[config.mk]
export PLATFORM = sky130hd
export DESIGN_NAME = bus_arbiter
export DESIGN_NICKNAME = d
export VERILOG_FILES = /design/src/rtl/bus_arbiter.sv
export SDC_FILE = /design/constraint.sdc
export NUM_CORES = 1
export LEC_CHECK = 0
export CELL_PAD_IN_SITES_DETAIL_PLACEMENT = 0
export CELL_PAD_IN_SITES_GLOBAL_PLACEMENT = 1
export CORE_MARGIN = 4
export CORE_UTILIZATION = 13
export DETAILED_ROUTE_END_ITERATION = 10
export PLACE_DENSITY = 0.94
export SLEW_MARGIN = 40
export SYNTH_ARGS = -nofsm -noshare
export SYNTH_HDL_FRONTEND = slang
export SYNTH_SLANG_ARGS = --single-unit
[constraint.sdc]
create_clock -name clock -period 3.9 [get_ports clock]
set_input_delay 1.17 -clock clock [delete_from_list [all_inputs] [get_ports clock]]
set_output_delay 1.17 -clock clock [all_outputs]
set_load 0.02 [all_outputs]
[src/rtl/bus_arbiter.sv]
// Two-to-one round-robin Wishbone arbiter merging the core instruction port
// (wish_in0) and data port (wish_in1) onto one shared bus (wish_out).
// The grant is registered. Request signals and ack/data are routed
// combinationally. A watchdog releases the bus when a secondary never acks.
module bus_arbiter #(
    parameter int DATA_SIZE      = 32,
    parameter int TIMEOUT_CYCLES = 255
) (
    input  logic                   clock,
    input  logic                   reset,

    // port 0: core instruction port
    input  logic                   wish_in0_cyc,
    input  logic                   wish_in0_stb,
    input  logic                   wish_in0_we,
    input  logic                   wish_in0_tgd,
    input  logic [DATA_SIZE-1:0]   wish_in0_addr,
    input  logic [DATA_SIZE/8-1:0] wish_in0_sel,
    input  logic [DATA_SIZE-1:0]   wish_in0_dat_o_p,
    output logic                   wish_in0_ack,
    output logic [DATA_SIZE-1:0]   wish_in0_dat_i_p,

    // port 1: core data port
    input  logic                   wish_in1_cyc,
    input  logic                   wish_in1_stb,
    input  logic                   wish_in1_we,
    input  logic                   wish_in1_tgd,
    input  logic [DATA_SIZE-1:0]   wish_in1_addr,
    input  logic [DATA_SIZE/8-1:0] wish_in1_sel,
    input  logic [DATA_SIZE-1:0]   wish_in1_dat_o_p,
    output logic                   wish_in1_ack,
    output logic [DATA_SIZE-1:0]   wish_in1_dat_i_p,

    // shared bus toward the interconnect
    output logic                   wish_out_cyc,
    output logic                   wish_out_stb,
    output logic                   wish_out_we,
    output logic                   wish_out_tgd,
    output logic [DATA_SIZE-1:0]   wish_out_addr,
    output logic [DATA_SIZE/8-1:0] wish_out_sel,
    output logic [DATA_SIZE-1:0]   wish_out_dat_o_p,
    input  logic                   wish_out_ack,
    input  logic [DATA_SIZE-1:0]   wish_out_dat_i_p,

    output logic                   bus_timeout
);

    // Counter must hold TIMEOUT_CYCLES-1; keep at least one bit when the
    // watchdog is disabled so the declarations stay legal.
    localparam int CW = (TIMEOUT_CYCLES > 0) ? $clog2(TIMEOUT_CYCLES + 1) : 1;
    localparam logic [CW-1:0] WLIM = CW'(TIMEOUT_CYCLES - 1);
    localparam logic [CW-1:0] WMAX = '1;

    typedef enum logic [1:0] {
        IDLE   = 2'd0,
        GRANT0 = 2'd1,
        GRANT1 = 2'd2
    } state_t;

    state_t          state;
    state_t          next_state;
    logic            last;
    logic [CW-1:0]   wcnt;
    logic            granted;
    logic            timeout_hit;
    logic            done;
    logic            entering;

    // Next-state selection: round-robin in IDLE, other-port-first after a
    // completed (or timed-out) transaction, and abort on a dropped cyc.
    always_comb begin
        next_state  = state;
        granted     = (state != IDLE);
        timeout_hit = 1'b0;
        if ((TIMEOUT_CYCLES != 0) && granted && !wish_out_ack && (wcnt == WLIM))
            timeout_hit = 1'b1;
        done = wish_out_ack || timeout_hit;
        case (state)
            IDLE: begin
                if (wish_in0_cyc && wish_in1_cyc)
                    next_state = last ? GRANT0 : GRANT1;
                else if (wish_in0_cyc)
                    next_state = GRANT0;
                else if (wish_in1_cyc)
                    next_state = GRANT1;
            end
            GRANT0: begin
                if (done) begin
                    if (wish_in1_cyc)      next_state = GRANT1;
                    else if (wish_in0_cyc) next_state = GRANT0;
                    else                   next_state = IDLE;
                end else if (!wish_in0_cyc) begin
                    next_state = IDLE;
                end
            end
            GRANT1: begin
                if (done) begin
                    if (wish_in0_cyc)      next_state = GRANT0;
                    else if (wish_in1_cyc) next_state = GRANT1;
                    else                   next_state = IDLE;
                end else if (!wish_in1_cyc) begin
                    next_state = IDLE;
                end
            end
            default: next_state = IDLE;
        endcase
        // A grant is (re)entered from IDLE or at the end of a transaction.
        entering = (next_state != IDLE) && ((state == IDLE) || done);
    end

    // Grant state and the round-robin memory of the last granted port.
    always_ff @(posedge clock or negedge reset) begin
        if (!reset) begin
            state <= IDLE;
            last  <= 1'b1;
        end else begin
            state <= next_state;
            if (next_state == GRANT0)      last <= 1'b0;
            else if (next_state == GRANT1) last <= 1'b1;
        end
    end

    // Watchdog counter: cleared on each grant entry, saturating while waiting.
    always_ff @(posedge clock or negedge reset) begin
        if (!reset) begin
            wcnt <= '0;
        end else if (entering) begin
            wcnt <= '0;
        end else if (granted && !wish_out_ack && (wcnt != WMAX)) begin
            wcnt <= wcnt + 1'b1;
        end
    end

    // Bus mux toward the interconnect and ack/data return to the owner.
    always_comb begin
        wish_out_cyc     = 1'b0;
        wish_out_stb     = 1'b0;
        wish_out_we      = 1'b0;
        wish_out_tgd     = 1'b0;
        wish_out_addr    = '0;
        wish_out_sel     = '0;
        wish_out_dat_o_p = '0;
        wish_in0_ack     = 1'b0;
        wish_in0_dat_i_p = '0;
        wish_in1_ack     = 1'b0;
        wish_in1_dat_i_p = '0;
        bus_timeout      = timeout_hit;
        if (state == GRANT0) begin
            wish_out_cyc     = wish_in0_cyc && !timeout_hit;
            wish_out_stb     = wish_in0_stb && !timeout_hit;
            wish_out_we      = wish_in0_we;
            wish_out_tgd     = wish_in0_tgd;
            wish_out_addr    = wish_in0_addr;
            wish_out_sel     = wish_in0_sel;
            wish_out_dat_o_p = wish_in0_dat_o_p;
            wish_in0_ack     = wish_out_ack || timeout_hit;
            wish_in0_dat_i_p = timeout_hit ? '0 : wish_out_dat_i_p;
        end else if (state == GRANT1) begin
            wish_out_cyc     = wish_in1_cyc && !timeout_hit;
            wish_out_stb     = wish_in1_stb && !timeout_hit;
            wish_out_we      = wish_in1_we;
            wish_out_tgd     = wish_in1_tgd;
            wish_out_addr    = wish_in1_addr;
            wish_out_sel     = wish_in1_sel;
            wish_out_dat_o_p = wish_in1_dat_o_p;
            wish_in1_ack     = wish_out_ack || timeout_hit;
            wish_in1_dat_i_p = timeout_hit ? '0 : wish_out_dat_i_p;
        end
    end

endmodule

==> report_table.html <==
<table>
<tr><th>Metric</th><th>Value</th></tr>
<tr><th colspan="2">Global routing</th></tr>
<tr><td>First-pass GRT wire length</td><td>18400 um</td></tr>
<tr><td>Antenna violations before repair</td><td>0</td></tr>
<tr><td>All-Layer GR Usage</td><td>14.1%</td></tr>
<tr><td>Number of global-route vias before repair</td><td>approximately 3400</td></tr>
<tr><td>Largest net degree at the start of global routing</td><td>74</td></tr>
<tr><td>Grt ovf</td><td>0</td></tr>
<tr><th colspan="2">Placement</th></tr>
<tr><td>Placed instance area</td><td>5280 sq um</td></tr>
<tr><td>Post-placement cell count</td><td>slightly above 700</td></tr>
<tr><td>Port Buffer Count</td><td>317</td></tr>
<tr><td>Detailed-placement wirelength estimate</td><td>10700 um</td></tr>
<tr><td>Final Wtd Congestion</td><td>about 0.86</td></tr>
<tr><th colspan="2">Clocking</th></tr>
<tr><td>CTS tree</td><td>built</td></tr>
<tr><td>CTS Buf Count</td><td>3</td></tr>
<tr><td>Master cell of the clock root buffer</td><td>sky130_fd_sc_hd__clkbuf_16</td></tr>
<tr><td>Sinks on the clock net</td><td>11</td></tr>
<tr><td>Count of instances resized after the clock tree is built</td><td>70</td></tr>
<tr><td>Hold buffers post-CTS</td><td>0</td></tr>
<tr><td>Clock slew at reported path FFs</td><td>~40 ps</td></tr>
<tr><td>Clk Latency, worst-skew pair</td><td>between 200 and 250 ps</td></tr>
<tr><td>Max H-tree Level</td><td>1</td></tr>
<tr><td>Clock buffer depth</td><td>2</td></tr>
<tr><td>Setup Fix Bufs, Post-CTS</td><td>0</td></tr>
<tr><th colspan="2">Die</th></tr>
<tr><td>Std cell rows</td><td>43</td></tr>
<tr><td>Boundary Pins</td><td>318</td></tr>
<tr><td>Initial Util</td><td>13.3%</td></tr>
<tr><td>Overall die area</td><td>between 15000 and 20000 sq um</td></tr>
<tr><td>Horizontal die dimension</td><td>127 um</td></tr>
<tr><td>Chip height</td><td>127 um</td></tr>
<tr><td>Core ar.</td><td>13900 sq um</td></tr>
<tr><th colspan="2">Power</th></tr>
<tr><td>Worst VDD drop</td><td>183 uV</td></tr>
<tr><td>Power per Cell Area</td><td>365 nW/um^2</td></tr>
<tr><td>Cell leakage power</td><td>2.29 nW</td></tr>
<tr><th colspan="2">Synthesis</th></tr>
<tr><td>Seq/Total Area, Yosys</td><td>14.9%</td></tr>
<tr><td>Total number of yosys warnings</td><td>0</td></tr>
<tr><td>Total nets after synthesis</td><td>420</td></tr>
<tr><td>Number of standard cells after synthesis</td><td>237</td></tr>
<tr><td>Mean instance size in the synthesized netlist</td><td>7.81 sq um</td></tr>
<tr><td>Synthesized area</td><td>1850 sq um</td></tr>
<tr><td>Area contributors post-synth</td><td>sky130_fd_sc_hd__a22o_1 33%, sky130_fd_sc_hd__and2_1 22%, sky130_fd_sc_hd__dfrtp_1 14%, sky130_fd_sc_hd__clkbuf_1 4.5%, sky130_fd_sc_hd__xnor2_1 3.3%</td></tr>
<tr><td>Flip-flop and latch count after synthesis</td><td>11</td></tr>
<tr><td>Count of different cell masters after synthesis</td><td>34</td></tr>
<tr><td>Top cell type by total area after synthesis</td><td>sky130_fd_sc_hd__a22o_1</td></tr>
<tr><td>Portion of synthesized cell area occupied by the leading cell type</td><td>33.1%</td></tr>
<tr><th colspan="2">Setup path</th></tr>
<tr><td>Worst setup SP type</td><td>input pin</td></tr>
<tr><td>CP max FO</td><td>1</td></tr>
<tr><td>Required time worst endpoint</td><td>roughly 2700 ps</td></tr>
<tr><td>Start-to-end type of the worst setup path</td><td>input pin to output pin</td></tr>
<tr><td>Worst path arrival time</td><td>2460 ps</td></tr>
<tr><td>Type of destination of the critical path</td><td>output pin</td></tr>
<tr><th colspan="2">Routing</th></tr>
<tr><td>Number of routed nets with antenna violations</td><td>0</td></tr>
<tr><td>Detail-routed net length per standard cell</td><td>around 17 um</td></tr>
<tr><td>Number of remaining DRC errors</td><td>0</td></tr>
<tr><td>Routed via count</td><td>3141</td></tr>
<tr><td>Number of detailed-routing iterations run before antenna repair</td><td>4</td></tr>
<tr><td>Starting DRC count in detailed routing</td><td>92</td></tr>
<tr><td>Post-detailed-route via-to-cell ratio</td><td>4.34</td></tr>
<tr><td>WL final</td><td>12600 um</td></tr>
<tr><th colspan="2">Timing</th></tr>
<tr><td>Hold_ws</td><td>518 ps</td></tr>
<tr><td>Relative slew margins</td><td>a little over three fifths</td></tr>
<tr><td>Final number of hold-violating endpoints</td><td>0</td></tr>
<tr><td>Pins over their slew limit</td><td>0</td></tr>
<tr><td>Transition time at the pin with the least slew margin</td><td>between 500 and 600 ps</td></tr>
<tr><td>Setup repair after global routing missed its margin</td><td>no</td></tr>
<tr><td>Maximum frequency from static timing analysis</td><td>approximately 0.28 GHz</td></tr>
<tr><td>Fin crit share</td><td>between 90% and 100%</td></tr>
<tr><td>Worst clock skew</td><td>1.84 ps</td></tr>
<tr><td>Time the worst path needs with I/O delays and setup</td><td>between 3000 and 4000 ps</td></tr>
<tr><td>Final setup violating endpoints</td><td>0</td></tr>
<tr><th colspan="2">Job</th></tr>
<tr><td>Max-cap check violation count</td><td>0</td></tr>
<tr><th colspan="2">Cells and area</th></tr>
<tr><td>Nets</td><td>727</td></tr>
<tr><td>Number of non-filler instances in the completed layout</td><td>723</td></tr>
<tr><td>Count of inserted antenna diode cells</td><td>0</td></tr>
<tr><td>Final non-filler cell area</td><td>5280 sq um</td></tr>
<tr><td>Layout cells sized above 1</td><td>4.24%</td></tr>
<tr><td>Layout overhead on the synthesized area</td><td>185%</td></tr>
<tr><th colspan="2">Run status</th></tr>
<tr><td>Run status</td><td>finished clean</td></tr>
<tr><th colspan="2">Hold path</th></tr>
<tr><td>Path category of the worst min-delay check</td><td>flop to flop</td></tr>
</table>
-- metrics by stage --
stage / utilization [%] / TNS, ps / setup slack [ps] / total power [mW]
CTS: 37.8 / 0 / 67.0 / 1.95
global route: 37.9 / 0 / 252 / 2.04
floorplan: - / 0 / 631 / 0.954
detailed placement: 37.9 / -10100 / -189 / 1.81
finish: 37.9 / 0 / 272 / 1.93
global placement: 37.9 / -10580 / -200 / 1.80
-- worst paths after layout --
kind                                   startpoint           endpoint  slack, ps  cells after the start
worst min register to register               last               last        520                      2
worst max register to register            wcnt[4]            wcnt[1]       1480                      9
min in group asynchronous                   reset           state[1]       1270                      1
max in group asynchronous                   reset               last       2270                      1
worst min-delay path                         last               last        520                      2
worst max-delay path            wish_in1_addr[24]  wish_out_addr[24]        270                      3
-- metal layers --
metal	up-vias	part of all wire (%)	track usage (%)
li1	1493	-	-
met1	1439	39	16.3
met2	196	49	24.9
met3	13	11	5.27
met4	0	1.3	3.09
met5	-	0	0
-- cell usage in the layout (no fill, tap or decap), types with 4 or more instances in the layout --
cell type / synthesis / final
sky130_fd_sc_hd__clkdlybuf4s15_1: 0 / 8
sky130_fd_sc_hd__buf_4: 0 / 5
sky130_fd_sc_hd__xnor2_1: 7 / 7
sky130_fd_sc_hd__a22o_1: 70 / 70
sky130_fd_sc_hd__nor2_1: 16 / 14
sky130_fd_sc_hd__dlygate4sd2_1: 0 / 59
sky130_fd_sc_hd__dfrtp_1: 10 / 10
sky130_fd_sc_hd__a21oi_1: 4 / 4
sky130_fd_sc_hd__inv_1: 4 / 4
sky130_fd_sc_hd__ha_1: 4 / 4
sky130_fd_sc_hd__buf_12: 0 / 4
sky130_fd_sc_hd__and2_1: 65 / 65
sky130_fd_sc_hd__clkdlybuf4s50_1: 0 / 247
-- cell families (layout without fill, tap and decap cells) --
group	after synthesis	count (layout)	share of synthesized area (%)
compound gates	91	91	42.1
flops	11	11	14.9
fa+ha+maj	4	4	2.70
buf+inv	28	334	6.15
xor+xnor	7	7	3.31
mux	1	1	0.811
simple gates	95	95	30.0
-- area by class of cell --
class | count | area (sq um)
well taps | 180 | 225
flip-flops and latches | 11 | 277
repair buffers | 326 | 3210
inverters | 4 | 15.0
multi-input cells | 198 | 1470
clock buffers | 3 | 75.1
clock inverters | 1 | 5.00
fillers | 1394 | 8660
-- flip-flops by register name (all words and copies together), names as in the netlist --
register	count
state	2
last	1
wcnt	8
-- synth_stat cells --
cell                        number
sky130_fd_sc_hd__o31a_1          1
sky130_fd_sc_hd__clkbuf_2        1
sky130_fd_sc_hd__a41o_4          1
sky130_fd_sc_hd__nor2b_1         1
sky130_fd_sc_hd__o21a_1          3
sky130_fd_sc_hd__a22o_1         70
sky130_fd_sc_hd__mux2_4          1
sky130_fd_sc_hd__nor2_1         16
sky130_fd_sc_hd__o21ai_0         1
sky130_fd_sc_hd__and2b_2         2
sky130_fd_sc_hd__a22oi_1         2
sky130_fd_sc_hd__and2_2          1
sky130_fd_sc_hd__inv_1           4
sky130_fd_sc_hd__and2_1         65
sky130_fd_sc_hd__a21oi_1         4
sky130_fd_sc_hd__xnor2_1         7
sky130_fd_sc_hd__dfrtp_1        10
sky130_fd_sc_hd__nand2_1         1
sky130_fd_sc_hd__and4_1          1
sky130_fd_sc_hd__dfstp_2         1
sky130_fd_sc_hd__and3_1          1
sky130_fd_sc_hd__a2111oi_0       2
sky130_fd_sc_hd__buf_6           1
sky130_fd_sc_hd__nor4_1          1
sky130_fd_sc_hd__a32o_1          1
sky130_fd_sc_hd__nand3_1         3
sky130_fd_sc_hd__ha_1            4
sky130_fd_sc_hd__o31ai_1         1
sky130_fd_sc_hd__nor3_1          1
sky130_fd_sc_hd__o21bai_1        1
sky130_fd_sc_hd__a32oi_1         1
sky130_fd_sc_hd__nand4_1         2
sky130_fd_sc_hd__a211oi_1        3
sky130_fd_sc_hd__clkbuf_1       22
-- worst max-delay path, stage by stage --
cell                              delay [ps]
sky130_fd_sc_hd__clkdlybuf4s50_1         460
sky130_fd_sc_hd__a22o_1                  190
sky130_fd_sc_hd__clkdlybuf4s50_1         630
-- where the power goes --
group / internal [mW] / switching [mW]
Clock: 0.136 / 0.0542
Combinational: 0.787 / 0.785
Sequential: 0.138 / 0.0274
Total: 1.06 / 0.867
(Power assumes the default switching activity.)
==> RTL edit 1 (same flow settings) <==
The parameter `TIMEOUT_CYCLES` goes from 255 to 510.
--- a/src/rtl/bus_arbiter.sv
+++ b/src/rtl/bus_arbiter.sv
@@ -5,5 +5,5 @@
 module bus_arbiter #(
     parameter int DATA_SIZE      = 32,
-    parameter int TIMEOUT_CYCLES = 255
+    parameter int TIMEOUT_CYCLES = 510
 ) (
     input  logic                   clock,
Formal check against the unedited RTL: no difference found for any inputs over 10 cycles, from zero or initial values and one cycle with reset low; that may be too few to reach the edited logic, so the function may still have changed.
==> RTL edit 1 against the original RTL <==
Clock skew rose by 0.0039 ns. Hold slack got worse by 0.013 ns. Area after synthesis rose by 10%. Total power fell by 4.2%. Setup slack got worse by 0.17 ns. Sequential share of layout area rose by 0.31 points. First-iteration DRC count fell by 3.3%. Sequential cell count rose by 1. Combinational power fell by 6%. Cell area rose by 2.9%. Wire length fell by 8.4%. Fmax fell by 4.5%. Critical path depth rose by 3. Largest power group unchanged. Highest routed layer unchanged.
==> RTL edit 1: results (changes against the original RTL) <==
sh_seq_area: 0.0555  # +0.00312
ff2ff_setup_slack_ns: 1.59  # +0.11 ns
synth-adder-area-share: 0.0307  # +0.00369
drt_pass1_iterations: 4  # unchanged
hold_viol: 0  # unchanged
grt_max_degree: 73  # -1.4%
synth-xor-area-share: 0.0215  # -0.0116
critPathMaxStageDelay_ns: 0.47  # -0.16 ns
ys_seq_elements: 12  # +1
worstMarginPinSlew_ns: 0.546  # +0.00937 ns
r2r_cells: 8  # -1
via_count: 2995  # -4.6%
startpoint: "wish_out_ack"
synth_compound_area_frac: 0.354  # -0.0671
signal_buffers: 325  # -0.31%
routedWlPerCell_um: 15.2  # -13%
core-area_um2: 15300  # +9.5%
critPathArrivalTime_ns: 2.63  # +0.17 ns
gp_congestion: 0.727  # -15%
cts_max_level: 1  # unchanged
placed_area_um2: 5440  # +3.0%
p_seq_mw: 0.177  # +7%
final_nets: 732  # +0.69%
dp_cells: 754  # +4.9%
grt_usage: 0.115  # -0.0267
comb.multi_input.count: 205  # +3.5%
preCtsSetupSlack_ns: -0.189  # +0.000640 ns
multi_input_area_share: 0.291  # +0.0126
synthesis.nets: 426  # +1.4%
fmax_mhz: 263  # -4.5%
p_clk_mw: 0.186  # -2%
grt_pass1_vias: 2877  # -15%
synth_common_cells: "a22o_1, and2_1, and2_4, buf_2, nor2_1"
r2r_end: "wcnt[5]"
clock_area_frac: 0.0145  # -0.000660
post-dp-hpwl_mm: 9.79  # -8.1%
irDropWorstVdd_mv: 0.230  # +26%
p_sw_mw: 0.797  # -8.0%
wl_mm: 11.5  # -8.4%
outcome: "finished, final reports clean"
nFillCells: 1590  # +14%
final_layout_size_suffix_gt1_frac: 0.0786  # +0.0363
drt-initial-drc-count: 89  # -3.3%
power_mw: 1.85  # -4.2%
clock_skew_ns: 0.00574  # +0.00391 ns
area_growth_pct: 167
grt_first_pass_wirelength_mm: 16.6  # -10%
netlist_instances: 242  # +2.1%
path_max_fanout: 32  # +31
leakagePower_nw: 2.34  # +2.4%
n_all_inverters: 1  # -3
synth_mux_area_frac: 0.0147  # +0.00663
final-nonclk-buf-share: 0.589  # -0.0188
clockBufferCount: 4  # +1
yosys-top-cells-area: "a22o_1, and2_1, dfrtp_1"
yosys.area.top_type_share: 0.301  # -0.0301
## RTL edit 1: cell count changes in the layout (fill, tap and decap cells not counted), moves of 4 or more
| cell | change |
|---|---|
| clkdlybuf4s15_1 | -8 |
| dlygate4sd2_1 | +7 |
| clkdlybuf4s50_1 | +4 |
| and2_1 | -19 |
| and2_4 | +18 |
## RTL edit 1: timing repair
action	CTS	global route
resized for setup	66	0
buffers inserted	0	0
endpoints found under the hold margin	0	0
endpoints found under the setup margin	66	0
## RTL edit 1: metal layers
layer | vias up | part of all wire | global-route usage
met4 | 0 | 0.0063 | 0.0137
met3 | 6 | 0.068 | 0.0261
li1 | 1507 | - | -
met1 | 1353 | 0.41 | 0.141
met5 | - | 0 | 0
met2 | 129 | 0.52 | 0.211
## RTL edit 1: how the worst min path moves through the flow
stage	startpoint	to	slack [ns]
after CTS	last	last	0.51
after global routing	last	last	0.55
after global placement	last	last	0.50
final	last	last	0.50
after floorplan	last	last	0.48
after detailed placement	last	last	0.50
==> RTL edit 2 (same settings) <==
Without the edit above. The 3 states of `state_t` get a one-hot encoding in 3 bits.
--- a/src/rtl/bus_arbiter.sv
+++ b/src/rtl/bus_arbiter.sv
@@ -52,8 +52,8 @@
     localparam logic [CW-1:0] WMAX = '1;
 
-    typedef enum logic [1:0] {
-        IDLE   = 2'd0,
-        GRANT0 = 2'd1,
-        GRANT1 = 2'd2
+    typedef enum logic [2:0] {
+        IDLE   = 3'b001,
+        GRANT0 = 3'b010,
+        GRANT1 = 3'b100
     } state_t;
 
Check against the original RTL: no difference found for any inputs over 10 cycles, from zero or initial values and one cycle with reset low; not proved beyond that.
==> RTL edit 2 against the original RTL <==
Setup slack worse by 0.19 ns. Wire length decreased by 8.4%. Cell area grew 2.2%. Synthesized cell count up 3.8%. Hold slack better by 0.018 ns. Sequential cell count is 1 higher. Area after synthesis grew 5.1%. Total power fell by 1.4%. Critical path type unchanged. Largest power group unchanged.
==> RTL edit 2: results (changes against the original RTL) <==
grt_pass1_vias: 2755  # -18%
multi_input_area_share: 0.285  # +0.00641
reg_top3: "wcnt (8), state (3), last (1)"
sh_seq_area: 0.0562  # +0.00377
post-dp-hpwl_mm: 9.80  # -8.0%
reg2reg_from: "wcnt[2]"
p_sw_mw: 0.838  # -3.3%
yosys-top-cells-area: "a22o_1, and2_1, dfrtp_1"
synth_common_cells: "a22o_1, and2_1, nor2_1, clkbuf_1, dfrtp_1"
m1WireLength_mm: 4.36  # -11%
grt_first_pass_wirelength_mm: 15.0  # -18%
leakagePower_nw: 2.41  # +5.2%
placed_area_um2: 5380  # +2.0%
cp-endpoint: "wish_in0_dat_i_p[11]"
via_count: 3042  # -3.2%
final_layout_size_suffix_gt1_frac: 0.0578  # +0.0154
gr-usage-met2: 0.200  # -0.0492
outcome: "finished, final reports clean"
relSlewSlack: 0.634  # +0.00103
netlist_instances: 246  # +3.8%
signal_buffers: 328  # +0.61%
r2r_end: "wcnt[4]"
synth.distinct_cells: 40  # +18%
grt_use_met3: 0.0374  # -0.0153
irDropWorstVdd_mv: 0.164  # -10%
drt-initial-drc-count: 90  # -2.2%
dp_cells: 734  # +2.1%
synth-xor-area-share: 0.0225  # -0.0106
clock_skew_ns: 0.00638  # +0.00454 ns
synth-adder-area-share: 0.0129  # -0.0142
grt_usage: 0.112  # -0.0299
RTL edit 2: changes by cell type after synthesis, sizes merged, moves of 3 or more:
cell / delta
and3: +5
clkbuf: -8
xor2: +3
nand2: +5
xnor2: -5
buf: +8
o21a: -3
nor3: +3
RTL edit 2: power by group through the flow:
| stage | Clock (mW) | Sequential (mW) | Combinational (mW) |
|---|---|---|---|
| floorplan | 0 | 0.187 | 0.804 |
| global placement | 0 | 0.216 | 1.54 |
| detailed placement | 0 | 0.217 | 1.54 |
| CTS | 0.212 | 0.215 | 1.50 |
| global route | 0.221 | 0.223 | 1.58 |
| finish | 0.206 | 0.216 | 1.48 |
RTL edit 2: metrics by stage:
stage	setup WS [ns]	power [mW]
3_5_place_dp	-0.206	1.76
4_1_cts	0.0710	1.93
3_3_place_gp	-0.160	1.76
6_report	0.0855	1.90
2_1_floorplan	0.715	0.991
5_1_grt	0.00532	2.02
RTL edit 2: timing repair:
action,4_1_cts,5_1_grt
hold buffers,0,0
gates resized for setup,66,0
endpoints found under the setup margin,65,0
